--- config.mk ---
export PLATFORM = sky130hd
export DESIGN_NAME = mem_arbiter
export DESIGN_NICKNAME = d
export VERILOG_FILES = /design/src/rtl/mem_arbiter.sv
export SDC_FILE = /design/constraint.sdc
export NUM_CORES = 1
export LEC_CHECK = 0
export CORE_ASPECT_RATIO = 1.2
export CORE_MARGIN = 5
export CORE_UTILIZATION = 40
export CTS_CLUSTER_DIAMETER = 150
export DETAILED_ROUTE_END_ITERATION = 7
export GPL_ROUTABILITY_DRIVEN = 0
export MAX_ROUTING_LAYER = met4
export PLACE_DENSITY = 0.89
export SLEW_MARGIN = 20
export SYNTH_ARGS = -nofsm -noshare
export SYNTH_HDL_FRONTEND = slang
export SYNTH_SLANG_ARGS = --single-unit
--- constraint.sdc ---
create_clock -name clk_i -period 2.73 [get_ports clk_i]
set_clock_uncertainty 0.05 [all_clocks]
set_input_delay 0.273 -clock clk_i [delete_from_list [all_inputs] [get_ports clk_i]]
set_output_delay 0.273 -clock clk_i [all_outputs]
set_load 0.02 [all_outputs]
--- src/rtl/mem_arbiter.sv ---
// Two-port round-robin arbiter in front of a single-ported data memory.
// Each accepted request occupies one ACCESS cycle; completions are reported one cycle later.
module mem_arbiter #(
  parameter int ADDRESS_WIDTH      = 16,
  parameter int USED_ADDRESS_WIDTH = 8,
  parameter int DATA_WIDTH         = 32
) (
  input  logic                     clk_i,
  input  logic                     rst_i,
  input  logic                     req0_i,
  input  logic                     we0_i,
  input  logic [ADDRESS_WIDTH-1:0] addr0_i,
  input  logic [DATA_WIDTH-1:0]    wdata0_i,
  input  logic                     req1_i,
  input  logic                     we1_i,
  input  logic [ADDRESS_WIDTH-1:0] addr1_i,
  input  logic [DATA_WIDTH-1:0]    wdata1_i,
  output logic                     gnt0_o,
  output logic                     gnt1_o,
  output logic                     rvalid0_o,
  output logic                     rvalid1_o,
  output logic [DATA_WIDTH-1:0]    rdata_o,
  output logic                     err_o,
  output logic [ADDRESS_WIDTH-1:0] mem_a_o,
  output logic [DATA_WIDTH-1:0]    mem_wd_o,
  output logic                     mem_wen_o,
  input  logic [DATA_WIDTH-1:0]    mem_rd_i
);

  typedef enum logic {IDLE, ACCESS} state_t;

  state_t                   r_state;
  state_t                   w_state_nxt;
  logic                     r_last;
  logic                     r_owner;
  logic                     r_we;
  logic [ADDRESS_WIDTH-1:0] r_addr;
  logic [DATA_WIDTH-1:0]    r_wdata;
  logic                     r_rvalid0;
  logic                     r_rvalid1;
  logic [DATA_WIDTH-1:0]    r_rdata;
  logic                     r_err;
  logic                     w_pick1;
  logic                     w_err;

  // Port 1 wins when it is the only requester, or on contention when port 0 was served last.
  assign w_pick1 = req1_i && (!req0_i || !r_last);
  assign w_err   = |(r_addr >> USED_ADDRESS_WIDTH);

  always_comb begin
    w_state_nxt = r_state;
    gnt0_o      = 1'b0;
    gnt1_o      = 1'b0;
    mem_wen_o   = 1'b0;
    case (r_state)
      IDLE: begin
        if (!rst_i && (req0_i || req1_i)) begin
          gnt0_o      = !w_pick1;
          gnt1_o      = w_pick1;
          w_state_nxt = ACCESS;
        end
      end
      ACCESS: begin
        mem_wen_o   = r_we && !w_err && !rst_i;
        w_state_nxt = IDLE;
      end
      default: w_state_nxt = IDLE;
    endcase
  end

  always_ff @(posedge clk_i) begin
    if (rst_i) begin
      r_state   <= IDLE;
      r_last    <= 1'b1;
      r_owner   <= 1'b0;
      r_we      <= 1'b0;
      r_addr    <= '0;
      r_wdata   <= '0;
      r_rvalid0 <= 1'b0;
      r_rvalid1 <= 1'b0;
      r_rdata   <= '0;
      r_err     <= 1'b0;
    end else begin
      r_state   <= w_state_nxt;
      r_rvalid0 <= 1'b0;
      r_rvalid1 <= 1'b0;
      if (r_state == IDLE && (gnt0_o || gnt1_o)) begin
        r_owner <= w_pick1;
        r_last  <= w_pick1;
        r_we    <= w_pick1 ? we1_i    : we0_i;
        r_addr  <= w_pick1 ? addr1_i  : addr0_i;
        r_wdata <= w_pick1 ? wdata1_i : wdata0_i;
      end
      if (r_state == ACCESS) begin
        // Writes and out-of-range accesses report zero data.
        r_rdata   <= (r_we || w_err) ? '0 : mem_rd_i;
        r_err     <= w_err;
        r_rvalid0 <= !r_owner;
        r_rvalid1 <= r_owner;
      end
    end
  end

  assign rvalid0_o = r_rvalid0;
  assign rvalid1_o = r_rvalid1;
  assign rdata_o   = r_rdata;
  assign err_o     = r_err;
  assign mem_a_o   = r_addr;
  assign mem_wd_o  = r_wdata;

endmodule
Yosys cells after proc, flatten, opt, wreduce, memory -nomap -nowiden
Index checks and enable logic that the tools add are counted.
{"block": "totals", "regBits": 87, "wordCells": 39}
{"block": "classes", "n_mux": 11, "n_bitwise": 1, "reduce_logical": 17}
{"op": "$mux W32", "n": 2}
{"op": "$mux W16", "n": 1}
{"op": "$reduce_or A8 Y1", "n": 1}
{"op": "$mux W1", "n": 7}
{"op": "$logic_not A1 Y1", "n": 6}
{"op": "$logic_and A1 B1 Y1", "n": 5}
{"op": "$logic_or A1 B1 Y1", "n": 4}
{"op": "$pmux W1 S2", "n": 1}
{"op": "$reduce_or A2 Y1", "n": 1}
{"op": "$not A1 Y1", "n": 1}

Logic depth before layout (Yosys ltp)
Gate-level depths: netlist (run 1).
{"block": "logic_depth", "depth_word": 8, "mapped_depth": 5, "depth_no_buf": 3}

Least setup slack after synthesis (run 1)
Ideal clock, no wire load.
{"block": "synth_path", "path_kind": "input to output", "startpoint": "input port rst_i", "endpoint": "output port gnt0_o", "arrival_ns": 1.483, "slack_ns": 0.924, "cell_stages": 5, "path_cell_list": "clkbuf_1 nor2_1 o21ai_0 clkbuf_1 a21oi_1"}
{"block": "synth_via", "elab_chain_len": 4}
{"element": "start, declared", "line_no": "9", "rtl": "input logic rst_i,"}
{"element": "$logic_not A1 Y1", "line_no": "57", "rtl": "if (!rst_i && (req0_i || req1_i)) begin"}
{"element": "$logic_and A1 B1 Y1", "line_no": "57"}
{"element": "$mux W1", "line_no": "57"}
{"element": "$mux W1", "line_no": "55", "rtl": "case (r_state)"}
{"element": "end, declared", "line_no": "18", "rtl": "output logic gnt0_o,"}
No other way between the ends.

Final worst setup path (run 1)
{"block": "layout_path", "startpoint": "register r_addr[15], in the netlist mem_a_o[15]", "endpoint": "output port mem_wen_o"}
{"block": "layout_via", "elab_chain_len": 5}
{"element": "start, declared", "line_no": "37", "rtl": "logic [ADDRESS_WIDTH-1:0] r_addr;"}
{"element": "start signal, assigned", "line_no": "91", "rtl": "r_addr <= w_pick1 ? addr1_i : addr0_i;"}
{"element": "$reduce_or A8 Y1", "line_no": "48", "rtl": "assign w_err = |(r_addr >> USED_ADDRESS_WIDTH);"}
{"element": "$logic_not A1 Y1", "line_no": "64", "rtl": "mem_wen_o = r_we && !w_err && !rst_i;"}
{"element": "$logic_and A1 B1 Y1 (2 in a row)", "line_no": "64"}
{"element": "$mux W1", "line_no": "55"}
{"element": "end, declared", "line_no": "26", "rtl": "output logic mem_wen_o,"}
No other way between the ends.

==> results of run 1 <==
[area by class of cell]
cell class	count	area [sq um]	area share [%]
Clock buffer	10	128	2.10
Clock inverter	5	50.0	0.822
Inverter	1	3.75	0.0617
Multi-Input combinational cell	253	1760	28.9
Sequential cell	87	1740	28.6
Tap cell	120	150	2.47
Timing Repair Buffer	226	2250	37.0
[through the flow]
stage | worst slack, ns | instances | total power [W] | instance area (sq um) | hold WS (ns)
after global routing | 0.0234 | 702 | 0.00317 | 6090 | 0.386
after CTS | 0.126 | 702 | 0.00307 | 6090 | 0.372
after global placement | 0.559 | 687 | 0.00221 | 5910 | 0.361
after floorplan | 0.924 | 375 | 0.00178 | 3650 | 0.349
final | 0.158 | 702 | 0.00303 | 6090 | 0.384
after detailed placement | 0.522 | 687 | 0.00223 | 5910 | 0.372
[placed cells by master (no fill, tap or decap), types with 2 or more instances in the layout]
master	count
clkdlybuf4s50_1	218
o21ai_0	94
dfxtp_1	87
nor2b_1	51
mux2i_1	49
a22o_1	19
a22o_2	13
clkbuf_8	9
buf_4	6
o21ai_1	5
nor2_1	4
clkinv_2	4
nor2_2	2
a21oi_1	2
nand2b_1	2
[logic make-up (layout without fill, tap and decap cells)]
family          count (synthesis)  count (layout)  share of synthesized area, %
buf+inv                        35             242                          4.39
flops                          87              87                          47.8
mux                            49              49                          13.5
simple gates                   67              67                          11.6
compound gates                137             137                          22.8
[power by group through the flow]
stage               combinational (W)  sequential [W]  clock (W)
global route                 0.000832         0.00142   0.000917
floorplan                    0.000239         0.00154          0
finish                       0.000780         0.00141   0.000834
detailed placement           0.000786         0.00144          0
global placement             0.000772         0.00143          0
CTS                          0.000789         0.00141   0.000868
[sequential cells by signal, indices dropped and copies added (netlist names)]
| signal | count |
|---|---|
| mem_wd_o | 32 |
| r_we | 1 |
| r_state | 1 |
| r_owner | 1 |
| rdata_o | 32 |
| mem_a_o | 16 |
| rvalid0_o | 1 |
| err_o | 1 |
| rvalid1_o | 1 |
| r_last | 1 |
[synthesized netlist by cell type]
cell,number,area [sq um]
dfxtp_1,87,1740
nand2_1,1,3.75
and3_1,1,6.26
o22ai_1,1,6.26
nor4_4,1,21.3
nand2b_1,2,12.5
buf_6,3,33.8
o21ai_0,95,475
a21bo_2,1,10.0
a22o_2,13,130
clkbuf_1,25,93.8
buf_2,5,25.0
o21ai_1,5,25.0
or2_2,1,6.26
buf_1,1,3.75
nor2b_1,51,319
a22o_1,19,166
a211oi_1,1,7.51
a21oi_1,2,10.0
mux2i_1,49,490
or4_4,1,11.3
inv_1,1,3.75
and2_1,1,6.26
or4_1,1,7.51
nor2_1,6,22.5
or2_0,1,6.26
[layer usage]
metal / part of all wire (%) / vias up
li1: - / 1736
met1: 39 / 1661
met2: 51 / 162
met3: 6.5 / 25
met4: 3.1 / 0
met5: 0 / -
[worst max path at each step]
stage | from | slack [ns] | to
after detailed placement | mem_a_o[15] | 0.52 | mem_wen_o
after global placement | mem_a_o[15] | 0.56 | mem_wen_o
final | mem_a_o[15] | 0.16 | mem_wen_o
after floorplan | rst_i | 0.92 | gnt0_o
after global routing | mem_a_o[15] | 0.02 | mem_wen_o
after CTS | mem_a_o[15] | 0.13 | mem_wen_o
[worst reg2reg max path, cell delays in order (launching register included)]
cell and delay, ns:
dfxtp_1 0.32, or4_1 0.59, nor4_4 0.23, buf_4 0.36, a22o_2 0.21
==> out/results.txt, run 1 <==
Clock tree synthesis inserted a total of 9 buffers. Headroom to the max-slew limit came out at 70.2%. Dividing the detail-routed via count by the number of cells gives 5.11. For the worst setup path, the data arrival time is 2.25 ns. The number of DRC markers after the initial detailed-route iteration is 144, and the final critical path time including I/O delays and setup is 2.57 ns. The worst register-to-register path begins at mem_a_o[15]. The tools report the startpoint type of the worst setup path as a flop.

The number of cells on the worst reg-to-reg path was 4; the number of nets with antenna violations after detailed routing was 0. Combinational logic burns 25.8% of the power. The biggest fanout along the worst timing path is 3, and the number of nets produced by synthesis is 509. Row generation in the floorplan step produced 38 rows. After synthesis the netlist holds a flip-flop and latch count of 87. The switching power share of the total was 27.0%; the clock group share of total power was 27.6%. Per report_power, the sequential group accounts for 46.6% of the total.

In this run the cell area of the synthesized design comes to 3650 sq um. In the final design database the tool counted 712 nets. The min-delay analysis places its worst path in the category flop to flop. Setup violations remaining at the end of the flow were counted as 0. Relative to the synthesized area, the layout overhead comes to 66.9%. Traced cell by cell, the critical path runs through or4_1, nor2_1, and3_1, clkdlybuf4s50_1.

The die height is 115 microns, and the distinct cell type count of the synthesized netlist is 26. Dominant delay contributor by cell family on the critical path: simple AND/OR/NAND/NOR gates. The buffer count from post-CTS setup fixing is 0. The slowest stage of the critical path belongs to the cell clkdlybuf4s50_1. The layout filler cell count is 696. The power per cell area is 497 nW/um^2, and the part of the Yosys area used for sequential elements is 47.8%.

For the number of vias after detailed routing, the log shows 3584. The largest voltage drop on the vdd net is 0.261 mV. For this design, the sink count on the clock tree is 87. The register clock-pin slew on the reported worst setup and hold paths was 0.08 ns; the clock tree buffer depth was 2.

Based on the critical path, the design can be clocked at up to 389 MHz. The kind of capture point of the worst setup path was an output pin. Dividing the synthesized area by the synthesized cell count gives 9.72 sq um. The routed length per placed instance came out at 16.4 microns.

The cell count of the worst hold path is 1. Global routing usage on met2: 35.6%. For this run the aggregate overflow at the end of global routing stands at 0. For the number of antenna violations at the first check in global routing, the log shows 0.

TritonCTS built the clock tree. The H-tree was split into 3 levels. Port buffering added 219 buffers. For this run, global-route usage on met1 was measured as 22.8%. The tools report the number of instances resized during post-cts repair as 0.

The worst register-to-register path ends at rdata_o[8]. The critical path runs through a total of 4 cells. Clock latency on the worst-skew pair, taken at its later pin, is 0.34 ns. After detailed routing, the number of remaining DRC violations is 0. For this run, the number of Yosys warnings is 0. For the pin with the worst max-slew slack, the measured transition is 0.447 ns. The via count of the first global-routing pass was 3641; the met3 global-route usage was 4.75%.

The run finished with clean final reports. Setup total negative slack on the finished layout was measured at 0 ns. The logs give 0 for the total count of max-transition violations in the final report and 375 for the gate count after technology mapping. The startpoint identified for the worst hold timing path is r_owner.

After layout, the worst path uses 94.2% of the clock period. Once the floorplan was initialized, standard cells occupied 40.6% of the core. The endpoint required time on the critical path was 2.41 ns; the area of the core was 8990 sq um. The reported net switching power was 0.000818 W; the die boundary width was 97.2 microns. Setup repair after global routing left no endpoint under its margin. In this design, the stage delay of the slowest critical-path cell is 0.63 ns. The overall fraction of global-route tracks in use was 20.6%. 220 I/O pins were placed. The first global-routing pass estimated 18000 microns of wire. The quantity of hold-fixing buffers added after cts came out at 0. The start-to-end type of the worst setup path was flop to output pin. Internal power comes to 0.00221 W. Share of post-route cells with drive strength above 1: 7.22%. After detailed routing, the total wire length is 11500 microns. Clock tree synthesis selected as its root buffer the cell clkbuf_8. Entering global routing, the biggest net connects 51 pins. For the area enclosed by the die boundary, the log shows 11100 sq um.

Summed over all nets, the half-perimeter wirelength after detailed placement is 8700 microns. Once layout is complete, the utilization of the core stands at 67.7%. Leakage power figure: 2.44 nW. Before antenna repair, the detailed router went through 4 iterations. After global routing, the most crowded layer is met2. The repair_antennas step left the layout with diodes totalling 0. The internal reg-to-reg setup slack is 0.91 ns, and the number of violations of the max-capacitance limit is 0. The run gives 0 as the count of endpoints failing hold in the final timing report.

For hold timing, the worst endpoint is rvalid0_o. The number of buffers and inverters on the critical path is 1.
Note: power is estimated with default switching activity, not from simulation.
==> run 2: changes to the inputs <==
--- a/config.mk
+++ b/config.mk
@@ -5,14 +5,15 @@
 export SDC_FILE = /design/constraint.sdc
 export NUM_CORES = 1
 export LEC_CHECK = 0
+export ABC_AREA = 1
 export CORE_ASPECT_RATIO = 1.2
 export CORE_MARGIN = 5
-export CORE_UTILIZATION = 40
+export CORE_UTILIZATION = 42
 export CTS_CLUSTER_DIAMETER = 150
 export DETAILED_ROUTE_END_ITERATION = 7
 export GPL_ROUTABILITY_DRIVEN = 0
 export MAX_ROUTING_LAYER = met4
-export PLACE_DENSITY = 0.89
+export PLACE_DENSITY = 0.9
 export SLEW_MARGIN = 20
 export SYNTH_ARGS = -nofsm -noshare
 export SYNTH_HDL_FRONTEND = slang
==> run 2 against run 1 <==
  * Sequential share of layout area fell by 2.2 points
  * Via count rose by 25%
  * Clock power rose by 71%
  * Core utilization rose by 2.0 points
  * Routed wire length rose by 8.8%
  * Non-clock buffer count rose by 3
  * Synthesized cell count rose by 67%
  * Global-route usage rose by 0.22 points
  * Critical path type is now input pin to output pin
  * Largest power group unchanged
  * Highest routed layer unchanged
==> out/results.txt, run 2 <==
Number of ports placed on the die boundary: 220. Synthesis produced a netlist with a net count of 760. Yosys printed 0 warnings. The run finished with clean final reports. Setup repair after global routing left no endpoint under its margin. The share of synthesized registers carrying an async set or reset came out at 0%.

The run gives 0 as the total count of max-transition violations in the final report. Of all cell types, the one taking the most synthesized area is dfxtp_1. The effective utilization at floorplan was 42.8%. The tools report the root buffer cell as clkbuf_16. For the worst setup margin, the log shows 0.432 ns. The overall fraction of global-route tracks in use was 20.9%; the floorplan row count was 39. The most common cell after layout, fill and taps aside is clkdlybuf4s50_1. The number of violations of the max-capacitance limit was 0. The clock latency at the later pin of the worst-skew pair was 0.33 ns; the largest voltage drop on the vdd net was 0.366 mV.

The number of nets with antenna violations after detailed routing came out at 0. The run gives 4153 as the via count of the first global-routing pass. The reported net switching power came out at 0.00102 W. For the endpoint required time on the critical path, the log shows 2.41 ns. The area of the core came out at 9470 sq um. In this run the static leakage power is 3.15 nW. Of the total power, combinational logic draws 23.2%.

The total of flip-flops plus latches after synthesis was 87. After detailed routing, the number of remaining DRC violations is 0. In the final layout, the share of cells above drive strength 1 is 4.21%. In this run the tightest slew margin relative to its limit is 45.4%. nand2_1 is the most common cell in the netlist. The gate count after technology mapping is 626, and the die height is 118 microns. The critical path contains buffers and inverters numbering 4 combined.

For the clock tree buffer depth, the log shows 2. The transition at the pin with the smallest max-transition slack was 0.819 ns; the highest attainable clock frequency was 435 MHz. The dominant delay contributor by cell family on the critical path was buffers and inverters.

Yosys attributes the largest share of cell area to dfxtp_1 43%, nand2_1 18%, nand3_1 12%, inv_1 8.0%, nor2_1 7.0%. The internal power of the cells totals 0.00271 W. The number of different library cells used by synthesis comes to 18. The part of the Yosys area used for sequential elements is 43.0%. The buffer count from post-CTS setup fixing was 0; the post-detailed-placement half-perimeter wirelength was 9110 microns. For the number of CTS-inserted buffers, the log shows 9. In this run, synthesis inferred 0 flip-flops with an integrated enable.

The final worst-path cycle share was 84.2%; the switching power share of the total was 27.3%. TritonCTS built the clock tree. The most critical setup path has its startpoint at req0_i. The average cell area after synthesis was 6.48 sq um; the number of DRC markers after the initial detailed-route iteration was 181. The number of instances resized during post-cts repair was 0.

For this run, the slowest stage of the critical path takes 0.63 ns. For this design, the CTS-stage hold fixing added 0 buffers. The H-tree level count came out at 3.

The tools report the count of endpoints failing setup in the final report as 0. The first global-routing pass estimated 19400 microns of wire. For the pin count of the biggest net entering global routing, the log shows 86. Startpoint of the worst-slack reg-to-reg timing path: r_last. In this run, flip-flops and latches consume 38.3% of the power. Along the worst path, the maximum fanout reaches 14. STA classifies the critical path endpoint as an output pin.

The run gives 0 as the number of antenna violations at the first check in global routing. The clock network burns 38.4% of the power. The cell area that synthesis handed to floorplanning was 4050 sq um.

The die is 99.7 microns wide. The count of buffers added on input and output ports is 219. The final critical path time including I/O delays and setup is 2.30 ns, and the post-place setup slack is 0.439 ns. After synthesis, the largest area contributor takes up 43.0% of total cell area. The sum of routed wire length over all layers is 12600 microns, and the CTS sink count is 87. The start-to-end type of the worst setup path was input pin to output pin. Summed over all layers, the global routing overflow is 0.

The worst-path cell with the longest stage delay was clkdlybuf4s50_1. The library cells used most frequently in the layout, excluding fill and tap cells, are 219 x clkdlybuf4s50_1, 194 x nand2_1, 96 x nand3_1, 87 x dfxtp_1, 86 x inv_1. STA puts the critical path data arrival time at 1.97 ns.

The most used flip-flop cell after synthesis is dfxtp_1. The power per cell area was 564 nW/um^2; the length of the first detailed-routing pass in iterations was 4. Dividing the detail-routed via count by the number of cells gives 4.69.

The kind of path behind the tightest hold check was flop to flop. Compared with the post-synthesis result, the final layout area differs by 62.8%. The die covers 11700 sq um. The startpoint type of the worst setup path was an input pin. The count of endpoints failing hold in the final timing report came out at 0. The routed length per placed instance was 13.2 microns; the area of the multi-input gates was 1760 sq um. The run gives 789 as the layout filler cell count.

For the antenna diode instance count, the log shows 0. The routed layout has 4480 vias. Walking the worst path, the cells encountered are clkdlybuf4s50_1, nand2_2, nand2_2, inv_1, nand2_1, inv_1, clkdlybuf4s50_1. For the total negative slack for setup checks, the log shows 0 ns. After the last flow step, the layout net total stands at 961. In the synthesized netlist, the cells that appear most often are 194 x nand2_1, 96 x nand3_1, 87 x dfxtp_1, 86 x inv_1, 76 x nor2_1. Summing all flip-flop and latch instances after layout gives 1740 sq um. In this run the most critical hold path is launched from rdata_o[14]. After clock tree synthesis, the clock-pin slew on the worst setup and hold paths is 0.06 ns.
==> run 2: layer usage <==
| layer | wire length (microns) | GRT usage (%) | share of wire [%] |
|---|---|---|---|
| met2 | 6200 | 35.9 | 49 |
| met3 | 825 | 4.39 | 6.6 |
| met5 | 0 | - | 0 |
| met1 | 5280 | 23.9 | 42 |
| met4 | 252 | 6.75 | 2.0 |
==> run 2: worst reg2reg max path, stage by stage, from the launching register on <==
cell,delay [ns]
dfxtp_1,0.36
nand2_2,0.18
nand2_2,0.12
buf_4,0.61
nand2_1,0.20
nand2_1,0.10
o21ai_1,0.06
==> run 2: power by group through the flow <==
stage | logic, W | clock network [W] | registers (W)
final | 0.000865 | 0.00143 | 0.00143
after global routing | 0.000940 | 0.00151 | 0.00144
after CTS | 0.000873 | 0.00146 | 0.00143
after detailed placement | 0.000868 | 0 | 0.00146
after global placement | 0.000861 | 0 | 0.00145
after floorplan | 0.000311 | 0 | 0.00157
==> run 2: final cells by class <==
cell class	instances	area share, %
Inverter	87	4.95
Tap cell	123	2.33
Clock inverter	7	1.90
Clock buffer	9	3.41
Timing Repair Buffer	229	34.4
Multi-Input combinational cell	413	26.7
Sequential cell	87	26.4
==> run 2: worst paths after layout <==
check | depth (start not counted) | slack (ns) | to
setup / recovery | 7 | 0.43 | gnt1_o
hold / removal | 2 | 0.40 | rdata_o[14]
setup reg to reg | 6 | 0.93 | mem_wd_o[9]
hold reg to reg | 2 | 0.40 | rdata_o[14]
==> run 2: logic make-up after synthesis <==
| logic type | Yosys count | synth area share [%] |
|---|---|---|
| compound gates | 39 | 4.91 |
| simple gates | 374 | 38.3 |
| flops | 87 | 43.0 |
| buf+inv | 126 | 13.8 |
==> run 2: per-stage QoR <==
stage               hold WS, ns  std cells  area, sq um  power (W)  util (%)
floorplan                 0.363        626         4050    0.00188         -
global placement          0.378        939         6250    0.00231      66.0
detailed placement        0.387        939         6250    0.00232      66.0
CTS                       0.401        955         6600    0.00376      69.7
global route              0.419        955         6600    0.00389      69.7
finish                    0.399        955         6600    0.00372      69.7
